### src/rtl/nic_if.sv
// Processor-access and router-link signals of the NIC, bundled as one port.
// The master modport is the environment (processor plus router); the slave
// modport is the NIC core itself.
interface nic_if;
    // Processor register-access side
    logic        nicEn;
    logic        nicEnWr;
    logic [1:0]  adder_nic;
    logic [63:0] d_in;
    logic [63:0] d_out;

    // Router side, packets flowing into the NIC
    logic        net_si;
    logic        net_ri;
    logic [63:0] net_di;

    // Router side, packets flowing out of the NIC
    logic        net_so;
    logic        net_ro;
    logic [63:0] net_do;

    modport master (
        output nicEn, nicEnWr, adder_nic, d_in, net_si, net_di, net_ro,
        input  d_out, net_ri, net_so, net_do
    );

    modport slave (
        input  nicEn, nicEnWr, adder_nic, d_in, net_si, net_di, net_ro,
        output d_out, net_ri, net_so, net_do
    );
endinterface

### src/rtl/nic_core.sv
// Single-entry network interface: one 64-bit input buffer filled by the router
// and drained by processor reads, one 64-bit output buffer filled by processor
// writes and drained by the router. Each buffer has a full flag that doubles
// as the handshake toward the side that fills it.
module nic_core (
    input  logic  clk,
    input  logic  reset,
    nic_if.slave  nic
);

    // Register map seen by the processor
    typedef enum logic [1:0] {
        SEL_IN_DATA  = 2'b00,
        SEL_IN_STAT  = 2'b01,
        SEL_OUT_DATA = 2'b10,
        SEL_OUT_STAT = 2'b11
    } reg_sel_e;

    reg_sel_e    sel;

    logic [63:0] in_buf_q,   in_buf_d;
    logic        in_full_q,  in_full_d;
    logic [63:0] out_buf_q,  out_buf_d;
    logic        out_full_q, out_full_d;

    logic        proc_rd;
    logic        proc_wr;
    logic        in_capture;
    logic        in_consume;
    logic        out_load;
    logic        out_drain;

    assign sel     = reg_sel_e'(nic.adder_nic);
    assign proc_rd = nic.nicEn & ~nic.nicEnWr;
    assign proc_wr = nic.nicEn &  nic.nicEnWr;

    // Transfer events; each is qualified by the flag of the buffer it touches,
    // so an offer to a full buffer or a read of an empty one is a no-op.
    // Capture and consume cannot coincide: capture needs the input buffer
    // empty, consume needs it full. Likewise for load and drain on the output.
    assign in_capture = nic.net_si & ~in_full_q;
    assign in_consume = proc_rd & (sel == SEL_IN_DATA) & in_full_q;
    assign out_load   = proc_wr & (sel == SEL_OUT_DATA) & ~out_full_q;
    assign out_drain  = out_full_q & nic.net_ro;

    // Handshake outputs come straight from the full flags and the output buffer.
    assign nic.net_ri = ~in_full_q;
    assign nic.net_so = out_full_q;
    assign nic.net_do = out_buf_q;

    // Processor read mux; non-read cycles return zero.
    always_comb begin
        // NOTE: every combinational output gets a default first, so no path
        // through the case leaves it unassigned and a latch is never inferred.
        nic.d_out = 64'b0;
        if (proc_rd) begin
            unique case (sel)
                SEL_IN_DATA:  nic.d_out = in_buf_q;
                SEL_IN_STAT:  nic.d_out = {63'b0, in_full_q};
                SEL_OUT_DATA: nic.d_out = 64'b0;
                SEL_OUT_STAT: nic.d_out = {63'b0, out_full_q};
                default:      nic.d_out = 64'b0;
            endcase
        end
    end

    // Input path next state: router fills, processor read of 00 empties.
    // A read of an empty buffer leaves data and flag alone (stale contents).
    always_comb begin
        in_buf_d  = in_buf_q;
        in_full_d = in_full_q;
        if (in_capture) begin
            in_buf_d  = nic.net_di;
            in_full_d = 1'b1;
        end else if (in_consume) begin
            in_full_d = 1'b0;
        end
    end

    // Output path next state: processor write of 10 fills, router drains.
    // A write landing in a drain cycle sees the buffer full and is dropped;
    // the drained data stays in the buffer, only the flag falls.
    always_comb begin
        out_buf_d  = out_buf_q;
        out_full_d = out_full_q;
        if (out_load) begin
            out_buf_d  = nic.d_in;
            out_full_d = 1'b1;
        end else if (out_drain) begin
            out_full_d = 1'b0;
        end
    end

    // State registers for both paths; reset discards any buffered packet.
    always_ff @(posedge clk or negedge reset) begin
        if (!reset) begin
            // NOTE: the data buffers are reset too, not just the flags, because
            // net_do and a stale read of 00 expose them directly and must read
            // zero after reset.
            in_buf_q   <= 64'b0;
            in_full_q  <= 1'b0;
            out_buf_q  <= 64'b0;
            out_full_q <= 1'b0;
        end else begin
            // NOTE: non-blocking assignments so every register samples the
            // pre-edge value of every other register, independent of order.
            in_buf_q   <= in_buf_d;
            in_full_q  <= in_full_d;
            out_buf_q  <= out_buf_d;
            out_full_q <= out_full_d;
        end
    end

endmodule
### src/flat_wrapper.sv
// flat-port wrapper written by rule: the top's interface ports become plain ports
module nic_core_flat 
  (clk, reset, nic_nicEn, nic_nicEnWr, nic_adder_nic, nic_d_in, nic_net_si, nic_net_di, nic_net_ro, nic_d_out, nic_net_ri, nic_net_so, nic_net_do);
  nic_if nic_i ();
  input  logic clk;
  input  logic reset;
  input wire logic [$bits(nic_i.nicEn)-1:0] nic_nicEn;
  input wire logic [$bits(nic_i.nicEnWr)-1:0] nic_nicEnWr;
  input wire logic [$bits(nic_i.adder_nic)-1:0] nic_adder_nic;
  input wire logic [$bits(nic_i.d_in)-1:0] nic_d_in;
  input wire logic [$bits(nic_i.net_si)-1:0] nic_net_si;
  input wire logic [$bits(nic_i.net_di)-1:0] nic_net_di;
  input wire logic [$bits(nic_i.net_ro)-1:0] nic_net_ro;
  output wire logic [$bits(nic_i.d_out)-1:0] nic_d_out;
  output wire logic [$bits(nic_i.net_ri)-1:0] nic_net_ri;
  output wire logic [$bits(nic_i.net_so)-1:0] nic_net_so;
  output wire logic [$bits(nic_i.net_do)-1:0] nic_net_do;
  assign nic_i.nicEn = nic_nicEn;
  assign nic_i.nicEnWr = nic_nicEnWr;
  assign nic_i.adder_nic = nic_adder_nic;
  assign nic_i.d_in = nic_d_in;
  assign nic_i.net_si = nic_net_si;
  assign nic_i.net_di = nic_net_di;
  assign nic_i.net_ro = nic_net_ro;
  assign nic_d_out = nic_i.d_out;
  assign nic_net_ri = nic_i.net_ri;
  assign nic_net_so = nic_i.net_so;
  assign nic_net_do = nic_i.net_do;
  nic_core u_core (.clk(clk), .reset(reset), .nic(nic_i));
endmodule
### config.mk
export PLATFORM = sky130hd
export DESIGN_NAME = nic_core_flat
export DESIGN_NICKNAME = d
export VERILOG_FILES = /design/src/rtl/nic_if.sv /design/src/rtl/nic_core.sv /design/src/flat_wrapper.sv
export SDC_FILE = /design/constraint.sdc
export NUM_CORES = 1
export LEC_CHECK = 0
export BUFFER_PORTS_ARGS = -buffer_cell sky130_fd_sc_hd__clkbuf_2
export CORE_MARGIN = 3
export CORE_UTILIZATION = 42
export DETAILED_ROUTE_END_ITERATION = 12
export GPL_TIMING_DRIVEN = 0
export PLACE_DENSITY = 0.75
export SYNTH_ARGS = -nofsm -noshare
export SYNTH_HDL_FRONTEND = slang
export SYNTH_SLANG_ARGS = --single-unit
### constraint.sdc
create_clock -name clk -period 1.4 [get_ports clk]
set_input_delay 0.35 -clock clk [delete_from_list [all_inputs] [get_ports clk]]
set_output_delay 0.35 -clock clk [all_outputs]
set_load 0.01 [all_outputs]
After elaboration in Yosys (flattened, before gate mapping)

Cells that the tools add are included.

Eq/ne operators: 3
Muxes and demuxes: 6
Bitwise logic cells: 11
Reduce and logical (&&, ||, !) cells: 3

Operators by type and width:

| kind                 | number |
|---|---|
| $pmux W64 S4         | 1 |
| $mux W64             | 1 |
| $and A1 B1 Y1        | 8 |
| $eq A2 B2 Y1 const B | 2 |
| $mux W1              | 4 |
| $reduce_bool A2 Y1   | 2 |
| $not A1 Y1           | 3 |
| $eq A2 B1 Y1 const B | 1 |
| $logic_not A2 Y1     | 1 |

Register bits: 130
Bits of input ports: 136
Output and inout bits: 130
Logic and storage cells: 27

Logic depth before layout (Yosys ltp)

Gate-level depths: netlist of the first run.

Word-level depth: 6
Gate-level depth with buffers: 5

Least setup slack after synthesis of the first run

Ideal clock, no wire load.

Path type: input -> output
From: input port nic_nicEnWr
To: output port nic_d_out[54]
Arrival: 1178 ps
Data required time: 1050 ps
Setup slack: -128 ps
Stages: 3
Path through: nor4b_4 > clkbuf_1 > and2_1

Word-level cells in the longest chain between the ends: 3

Ends and longest elaborated chain:

| element            | RTL line           | RTL |
|---|---|---|
| start: declaration | flat_wrapper.sv:8  | `input wire logic [$bits(nic_i.nicEnWr)-1:0] nic_nicEnWr;` |
| $not A1 Y1         | nic_core.sv:34     | `assign proc_rd = nic.nicEn & ~nic.nicEnWr;` |
| $and A1 B1 Y1      | nic_core.sv:34     |  |
| $mux W64           | nic_core.sv:56     | `if (proc_rd) begin` |
| end: declaration   | flat_wrapper.sv:14 | `output wire logic [$bits(nic_i.d_out)-1:0] nic_d_out;` |

Every way passes these cells.

Worst setup path in the final report of the first run

From: input port nic_adder_nic[1]
To: output port nic_d_out[50]

Word-level cells in the longest chain between the ends: 3
Elaborated cells between the ends (all ways): 6
Classes of those cells: eq/ne (3); mux (2); reduce/logical (1)

Ends and longest elaborated chain:

| element                              | RTL line          | RTL |
|---|---|---|
| start: declaration                   | flat_wrapper.sv:9 | `input wire logic [$bits(nic_i.adder_nic)-1:0] nic_adder_nic;` |
| $eq A2 B2 Y1 (tied with other cells) | nic_core.sv:57    | `unique case (sel)` |
| $pmux W64 S4 *                       | nic_core.sv:57    |  |
| $mux W64 *                           | nic_core.sv:56    |  |

Mark *: on every way between the ends. The rest lies on a longest branch, timed or not.

==> results of run 1 <==
logic make-up (layout without fill, tap and decap cells):
group                  count (synthesis)  in the layout  synth area share
flip-flops                           130            130             0.593
AND/OR/NAND/NOR                       69             69            0.0816
AO/OA/AOI/OAI                          3              3           0.00319
multiplexers                         129            129             0.298
buffers and inverters                 22            367            0.0244
cell type report:
class / instances / area share
Multi-Input combinational cell: 201 / 0.261
Tap cell: 172 / 0.0228
Clock buffer: 19 / 0.0469
Timing Repair Buffer: 315 / 0.278
Inverter: 2 / 0.00106
Clock inverter: 13 / 0.0146
Sequential cell: 130 / 0.344
Buffer: 18 / 0.0306
sequential cells by signal, summed over array words and instances, names as in the netlist:
name / count
u_core.in_buf_q: 64
u_core.in_full_q: 1
u_core.nic.net_do: 64
u_core.nic.net_so: 1
synth_stat cells:
library cell  number  area share
nand4_1            1      0.0011
o21bai_1           1      0.0014
inv_1              2      0.0014
buf_2              8      0.0073
o21ai_0            2      0.0018
buf_4              1      0.0014
clkbuf_1           6      0.0041
nor2_1             1     0.00068
nor2b_1            1      0.0011
and2_1            63       0.072
nor4b_4            1      0.0043
mux2i_1            1      0.0018
mux2_4            49        0.13
buf_6              5       0.010
dfrtp_1          130        0.59
mux2_2            79        0.16
nand3_1            1     0.00091
and3b_1            1      0.0016
what timing repair did:
| item | CTS | global route |
|---|---|---|
| pin swaps | 4 | 49 |
| setup buffers | 24 | 9 |
| hold buffers | 1 | 0 |
| endpoints found under the setup margin | 178 | 195 |
| gates cloned | 13 | 8 |
| endpoints found under the hold margin | 66 | 0 |
| resized for setup | 132 | 219 |
through the flow:
stage / hold WS, ps / util / area (sq um)
after floorplan: 54.4 / - / 5510
after global placement: 480 / 0.554 / 7050
after detailed placement: 382 / 0.557 / 7090
after CTS: 93.6 / 0.685 / 8720
after global routing: 89.9 / 0.743 / 9450
final: 105 / 0.743 / 9450
routing by layer:
metal,wire length (microns),up-vias,share of wire
li1,-,1877,-
met1,6960,2141,0.38
met2,9480,240,0.52
met3,1490,41,0.081
met4,453,0,0.025
met5,0,-,0
where the power goes:
group | switching [mW] | internal, mW
logic | 1.78 | 3.28
clock network | 1.69 | 2.66
registers | 0.993 | 5.19
worst max-delay path: cells and delay by family:
family                 cells  cell delay [ps]
and+or+nand+nor            2              400
buffers and inverters      5              720
final timing paths:
check / endpoint / slack (ps) / depth (start not counted)
max in group asynchronous: u_core.nic.net_do[50] / 200 / 3
worst min-delay path: u_core.nic.net_so / 110 / 2
min in group asynchronous: u_core.in_buf_q[34] / 510 / 2
worst max register to register: u_core.nic.net_do[43] / -320 / 7
worst max-delay path: nic_d_out[50] / -430 / 7
worst min register to register: u_core.nic.net_do[56] / 510 / 1
==> flow_metrics.py, run 1 <==
metrics = {
    "place": {
        "place_ws_ps": -702,
        "dpl.hpwl_mm": 10.3,
        "place_congestion": 0.746,
        "post-place-cells": 791,
        "io_buffer_count": 265,
    },
    "sta": {
        "fin_crit_sh": 1.31,
        "finalHoldViolations": 0,
        "worst_pin_slew_ps": 546,
        "finalWorstPathRequiredPeriod_ps": 1830,
        "fin_ws_ps": -433,
        "setup_tns_ps": -44770,
        "rsz0062_at_grt": "yes",
        "slew_headroom": 0.636,
        "fmax_mhz": 546,
        "fin_skew_ps": 8.53,
        "slew_violations": 0,
        "setup_violations": 186,
    },
    "setup_path": {
        "crit_fanout": 6,
        "criticalPathCategory": "in -> out",
        "required_ps": 1050,
        "end_kind": "primary output",
        "crit_top_cell": "clkbuf_16",
        "cp_cell_sequence": "clkbuf_16, nor4b_4, buf_6, buf_12, clkbuf_16, and2_1, buf_2",
        "start_kind": "primary input",
        "crit_path_max_incr_delay_ps": 280,
        "cp_slowest_cell": "nor4b_4",
        "cp.arrival_ps": 1480,
        "cp-startpoint": "nic_adder_nic[1]",
        "r2r_start": "u_core.nic.net_so",
    },
    "clocking": {
        "clock_sinks": 130,
        "insertion_delay_ps": 410,
        "cts.clk_slew.worst_paths_ps": 50,
        "cts.path.max_buffers": 2,
        "cts_made_buffers": 17,
        "cts-root-buf": "clkbuf_16",
        "cts_tree": "done",
        "cts_max_level": 4,
    },
    "finish": {
        "final_common_cell": "clkbuf_2",
        "layout-drive-gt1-share": 0.797,
        "syn2layout_area_growth_pct": 72.2,
        "regArea_sq_um": 3250,
        "antenna_cells": 0,
        "final_cells": 870,
        "final_cell_mix": "clkbuf_2, dfrtp_1, mux2_4",
        "num-nets-final": 821,
        "fillers": 764,
        "multiInputGateArea_sq_um": 2470,
    },
    "run_status": {
        "violations": "negative setup slack",
        "outcome": "finished with violations",
    },
    "logic_synthesis": {
        "postSynthAreaPerCell_sq_um": 15.5,
        "synth_cell_types": 18,
        "netlist_instances": 353,
        "yosysWarnings": 0,
        "netlist_area_sq_um": 5490,
        "ys_ff_latch": 130,
        "syn_nets": 489,
        "synth_sequential_area_ratio": 0.593,
    },
    "routing": {
        "drc": 0,
        "finalWirelength_mm": 18.4,
        "wl_per_cell_microns": 21.1,
        "routed_via_density": 4.94,
        "drt-pass1-iter-count": 5,
        "vias": 4299,
        "ant_nets": 0,
        "drt_iter0_markers": 161,
    },
    "floorplanning": {
        "initial_core_util": 0.431,
        "core_sq_um": 12700,
        "die_h_microns": 120,
        "die-width_microns": 120,
        "die_area_sq_um": 14500,
        "rows": 41,
        "pin_count": 266,
    },
    "worst_hold_path": {
        "hp-class": "in -> reg",
        "hp-start": "nic_net_ro",
    },
    "grt": {
        "overflow": 0,
        "gr-max-usage-layer": "met2",
        "grt_pass1_wl_mm": 24.6,
        "grt_max_degree": 68,
        "antenna_found_initial": 0,
        "gr-usage-all-layers": 0.222,
        "met3_usage": 0.0809,
        "grt_use_met1": 0.251,
        "grt_pass1_vias": 4593,
        "met2_usage": 0.381,
    },
    "flow_run": {
        "cap_violations": 0,
    },
    "pwr": {
        "p_per_area_nw_per_um2": 1650,
        "p_leak_nw": 4.93,
        "peakVddDrop_uv": 828,
        "total_power_mw": 15.6,
    },
}
Note: power is estimated with default switching activity, not from simulation.
==> inputs of run 2 (changes only) <==
--- a/config.mk
+++ b/config.mk
@@ -6,6 +6,7 @@
 export NUM_CORES = 1
 export LEC_CHECK = 0
 export BUFFER_PORTS_ARGS = -buffer_cell sky130_fd_sc_hd__clkbuf_2
+export CORE_ASPECT_RATIO = 1.75
 export CORE_MARGIN = 3
 export CORE_UTILIZATION = 42
 export DETAILED_ROUTE_END_ITERATION = 12
==> run 2 against run 1 <==
- the flow still finishes with violations (negative setup slack)
- die area up 0.38%
- register-to-register slack better by 170 ps
- fmax up 4.1%
- non-clock buffer count down 21
- setup slack better by 72 ps
- power down 5.6%
- cell area down 8.4%
- worst hold slack better by 16 ps
- clock skew down 2.7 ps
- largest power group unchanged
- highest routed layer unchanged
==> flow_metrics.py, run 2 (same netlist as run 1, synthesis figures left out) <==
metrics = {
    "run_status": {
        "outcome": "finished with violations",
        "violations": "negative setup slack",
    },
    "clocking": {
        "cts.path.max_buffers": 2,
        "cts_max_level": 4,
        "cts_made_buffers": 17,
        "clock_sinks": 130,
        "cts_tree": "done",
        "cts-root-buf": "clkbuf_16",
        "cts.clk_slew.worst_paths_ps": 50,
        "insertion_delay_ps": 400,
    },
    "sta": {
        "finalHoldViolations": 0,
        "rsz0062_at_grt": "yes",
        "fin_crit_sh": 1.26,
        "finalWorstPathRequiredPeriod_ps": 1760,
        "slew_headroom": 0.684,
        "slew_violations": 0,
        "setup_violations": 175,
        "timing.hold.ws_ps": 121,
        "fin_ws_ps": -361,
        "worst_pin_slew_ps": 473,
        "fin_skew_ps": 5.87,
        "fmax_mhz": 568,
    },
    "finish": {
        "final_common_cell": "clkbuf_2",
        "postLayoutCellArea_sq_um": 8660,
        "final_cells": 845,
        "layout-drive-gt1-share": 0.767,
        "antenna_cells": 0,
        "syn2layout_area_growth_pct": 57.8,
        "num-nets-final": 800,
        "final_cell_mix": "clkbuf_2, dfrtp_1, mux2_2",
    },
    "pwr": {
        "peakVddDrop_uv": 946,
        "p_per_area_nw_per_um2": 1700,
        "p_leak_nw": 4.50,
    },
    "place": {
        "io_buffer_count": 265,
        "dpl.hpwl_mm": 10.2,
        "post-place-cells": 787,
        "place_congestion": 0.770,
        "place_ws_ps": -660,
        "post_dp_cell_area_sq_um": 7080,
    },
    "floorplanning": {
        "rows": 54,
        "die_area_sq_um": 14500,
        "die-width_microns": 92.4,
        "core_sq_um": 12600,
        "pin_count": 266,
        "initial_core_util": 0.434,
        "die_h_microns": 157,
    },
    "setup_path": {
        "end_kind": "primary output",
        "cp_top_family": "buffers and inverters",
        "criticalPathCategory": "in -> out",
        "start_kind": "primary input",
        "cp.arrival_ps": 1410,
        "path_buf_inv": 4,
        "cp_slowest_cell": "nor4b_4",
        "crit_path_max_incr_delay_ps": 330,
        "r2r_setup_slack_ps": -150,
        "crit_top_cell": "clkbuf_8",
        "required_ps": 1050,
        "crit_fanout": 7,
        "cp_cell_sequence": "buf_8, nor4b_4, buf_6, clkbuf_8, and2_4, clkbuf_8",
    },
    "grt": {
        "gr-usage-all-layers": 0.196,
        "grt_max_degree": 75,
        "grt_pass1_wl_mm": 21.9,
        "grt_pass1_vias": 4372,
        "antenna_found_initial": 0,
        "overflow": 0,
    },
    "routing": {
        "ant_nets": 0,
        "drt_iter0_markers": 93,
        "finalWirelength_mm": 15.2,
        "routed_via_density": 4.75,
        "drc": 0,
        "vias": 4015,
        "drt-pass1-iter-count": 4,
        "wl_per_cell_microns": 17.9,
    },
    "worst_hold_path": {
        "hp-class": "in -> reg",
    },
    "flow_run": {
        "cap_violations": 0,
    },
}
[run 2: cell type report]
cell class                 instances  area, sq um
timing repair buffer             293         2010
buffer                            19          283
clock inverter                    12          230
tap                              168          210
multi-input combinational        201         2230
clock buffer                      20          437
fill                             893         3970
inverter                           2         7.51
sequential                       130         3250
[run 2: timing repair]
| item | 4_1_cts | 5_1_grt |
|---|---|---|
| pin swaps | 22 | 21 |
| setup buffers | 11 | 4 |
| gates cloned | 10 | 2 |
| gates resized for setup | 83 | 118 |
| hold buffers | 1 | 0 |
| endpoints found under the hold margin | 56 | 0 |
| endpoints found under the setup margin | 178 | 180 |
[run 2: worst paths after layout]
kind,startpoint,endpoint,cells after the start
max in group asynchronous,reset,u_core.in_buf_q[36],3
worst max register to register,u_core.nic.net_so,u_core.nic.net_do[10],6
worst min register to register,u_core.in_buf_q[26],u_core.in_buf_q[26],1
worst max-delay path,nic_nicEnWr,nic_d_out[53],6
worst min-delay path,nic_net_ro,u_core.nic.net_so,2
min in group asynchronous,reset,u_core.in_buf_q[52],2
[run 2: worst register-to-register path, delay by kind of cell (launching register included)]
| kind | cells | cell delay [ps] |
|---|---|---|
| flops | 1 | 430 |
| simple gates | 2 | 240 |
| buf+inv | 3 | 470 |
| mux | 1 | 300 |
[run 2: report_power, final]
part           switching (mW)  internal (mW)
combinational            1.41           2.33
clock                    1.64           3.36
sequential              0.793           5.18
total                    3.85           10.9
[run 2: routing by layer]
| metal | global-route usage | wire length [microns] | vias to the layer above |
|---|---|---|---|
| met5 | 0 | 0 | - |
| met4 | 0.0808 | 342 | 0 |
| met3 | 0.0473 | 852 | 28 |
| met2 | 0.375 | 8840 | 175 |
| met1 | 0.199 | 5120 | 1980 |
| li1 | - | - | 1832 |
[run 2: per-stage QoR]
| step | setup TNS (ps) | utilization | power, mW |
|---|---|---|---|
| 2_1_floorplan | -5680 | - | 7.99 |
| 3_3_place_gp | -312780 | 0.558 | 9.11 |
| 3_5_place_dp | -69290 | 0.560 | 9.34 |
| 4_1_cts | -26260 | 0.659 | 14.6 |
| 5_1_grt | -40130 | 0.685 | 15.4 |
| 6_report | -30510 | 0.685 | 14.7 |
==> inputs of run 3 (changes only) <==
--- a/config.mk
+++ b/config.mk
@@ -12,6 +12,8 @@
 export DETAILED_ROUTE_END_ITERATION = 12
 export GPL_TIMING_DRIVEN = 0
 export PLACE_DENSITY = 0.75
+export SLEW_MARGIN = 20
 export SYNTH_ARGS = -nofsm -noshare
 export SYNTH_HDL_FRONTEND = slang
 export SYNTH_SLANG_ARGS = --single-unit
+export TNS_END_PERCENT = 30
==> run 3 against run 2 <==
- the run still ends with negative setup slack left
- clock-buffer cell count grew 1
- highest routed layer unchanged
- die area did not move
- final cell count is 2.1% lower
- sequential power decreased by 0.8%
- setup slack got worse by 26 ps
==> flow_metrics.py, run 3 (same netlist as run 1, synthesis figures left out) <==
metrics = {
    "routing": {
        "top_layer": "met4",
        "finalWirelength_mm": 13.9,
        "wl_met3_microns": 784,
        "drt-pass1-iter-count": 4,
        "wl_per_cell_microns": 16.8,
        "drt_iter0_markers": 87,
        "ant_nets": 0,
        "routed_via_density": 4.76,
        "dr_wl_met2_mm": 7.77,
        "met1_length_mm": 4.78,
        "vias": 3933,
        "drc": 0,
    },
    "run_status": {
        "outcome": "finished with violations",
        "violations": "negative setup slack",
    },
    "grt": {
        "overflow": 0,
        "antenna_found_initial": 0,
        "grt_pass1_vias": 4339,
        "grt_max_degree": 96,
        "gr-usage-all-layers": 0.186,
        "grt_pass1_wl_mm": 21.0,
    },
    "pwr": {
        "peakVddDrop_uv": 868,
        "total_power_mw": 14.2,
        "p_per_area_nw_per_um2": 1750,
        "p_leak_nw": 4.25,
    },
    "sta": {
        "setup_violations": 164,
        "fin_crit_sh": 1.28,
        "finalHoldViolations": 0,
        "fin_ws_ps": -387,
        "fin_skew_ps": 6.56,
        "slew_headroom": 0.699,
        "worst_pin_slew_ps": 452,
        "slew_violations": 0,
        "finalWorstPathRequiredPeriod_ps": 1790,
        "rsz0062_at_grt": "yes",
        "fmax_mhz": 560,
    },
    "flow_run": {
        "cap_violations": 0,
    },
    "clocking": {
        "cts_made_buffers": 17,
        "clock_sinks": 130,
        "cts_tree": "done",
        "cts_max_level": 4,
        "cts-root-buf": "clkbuf_16",
        "cts.clk_slew.worst_paths_ps": 50,
        "insertion_delay_ps": 400,
        "cts.path.max_buffers": 2,
    },
    "finish": {
        "final_common_cell": "clkbuf_2",
        "num-nets-final": 782,
        "fillers": 995,
        "final_cell_mix": "clkbuf_2, dfrtp_1, mux2_2",
        "syn2layout_area_growth_pct": 47.2,
        "antenna_cells": 0,
        "layout-drive-gt1-share": 0.721,
    },
    "floorplanning": {
        "initial_core_util": 0.434,
        "rows": 54,
        "core_sq_um": 12600,
        "pin_count": 266,
        "die_h_microns": 157,
        "die-width_microns": 92.4,
        "die_area_sq_um": 14500,
    },
    "setup_path": {
        "crit_path_max_incr_delay_ps": 300,
        "required_ps": 1050,
        "end_kind": "primary output",
        "path_buf_inv": 4,
        "cp_slowest_cell": "nor4b_4",
        "crit_fanout": 10,
        "cp.arrival_ps": 1440,
        "cp_cell_sequence": "buf_8, nor4b_4, buf_6, clkbuf_8, and2_1, clkbuf_2",
        "cp_top_family": "buffers and inverters",
        "cp.depth": 6,
        "worstRegToRegCells": 5,
        "criticalPathCategory": "in -> out",
        "start_kind": "primary input",
    },
    "worst_hold_path": {
        "hp-class": "in -> reg",
        "hold_depth": 2,
    },
    "place": {
        "io_buffer_count": 265,
        "dpl.hpwl_mm": 10.4,
        "place_ws_ps": -635,
        "place_congestion": 0.770,
    },
}
-- run 3: changes by cell type in the layout (fill, tap and decap cells not counted), sizes merged --
cell      change
inv           -1
clkinv        +3
bufinv        -2
clkbuf       +25
buf          -42
clkinvlp      -1
-- run 3: area by class of cell --
type / count / area, sq um / share of cell area
timing repair buffer: 274 / 1570 / 0.194
clock buffer: 21 / 450 / 0.0557
inverter: 2 / 7.51 / 0.000929
multi-input combinational: 201 / 2170 / 0.269
clock inverter: 11 / 180 / 0.0223
tap: 168 / 210 / 0.0260
sequential: 130 / 3250 / 0.403
buffer: 20 / 238 / 0.0294
-- run 3: timing repair --
item / CTS / global route
endpoints found under the hold margin: 35 / 0
hold buffers: 1 / 0
setup buffers: 3 / 0
gates resized for setup: 46 / 55
setup endpoints to repair: 179 / 179
pin swaps: 9 / 10
gates cloned: 3 / 1
-- run 3: per-layer routing --
metal,up-vias,track usage
li1,1787,-
met1,1923,0.191
met2,184,0.343
met3,39,0.0397
met4,0,0.107
met5,-,0
-- run 3: stage by stage --
stage,setup TNS [ps],instances,utilization,cell area (sq um),hold slack [ps]
after detailed placement,-65760,787,0.560,7070,282
after global routing,-37970,827,0.640,8080,118
final,-28540,827,0.640,8080,121
after CTS,-28960,826,0.628,7940,107
after floorplan,-5610,353,-,5500,54.4
after global placement,-309420,786,0.557,7040,480
-- run 3: where the power goes --
group,internal (mW),switching (mW)
registers,5.18,0.751
logic,2.23,1.36
clock network,3.05,1.60
-- run 3: worst paths after layout --
check	endpoint	slack (ps)	from
max	nic_d_out[16]	-390	nic_adder_nic[1]
min	u_core.nic.net_so	120	nic_net_ro
max reg2reg	u_core.nic.net_do[43]	-160	u_core.nic.net_so
min reg2reg	u_core.in_buf_q[29]	490	u_core.in_buf_q[29]
max in group asynchronous	u_core.nic.net_so	230	reset
min in group asynchronous	u_core.nic.net_do[24]	430	reset
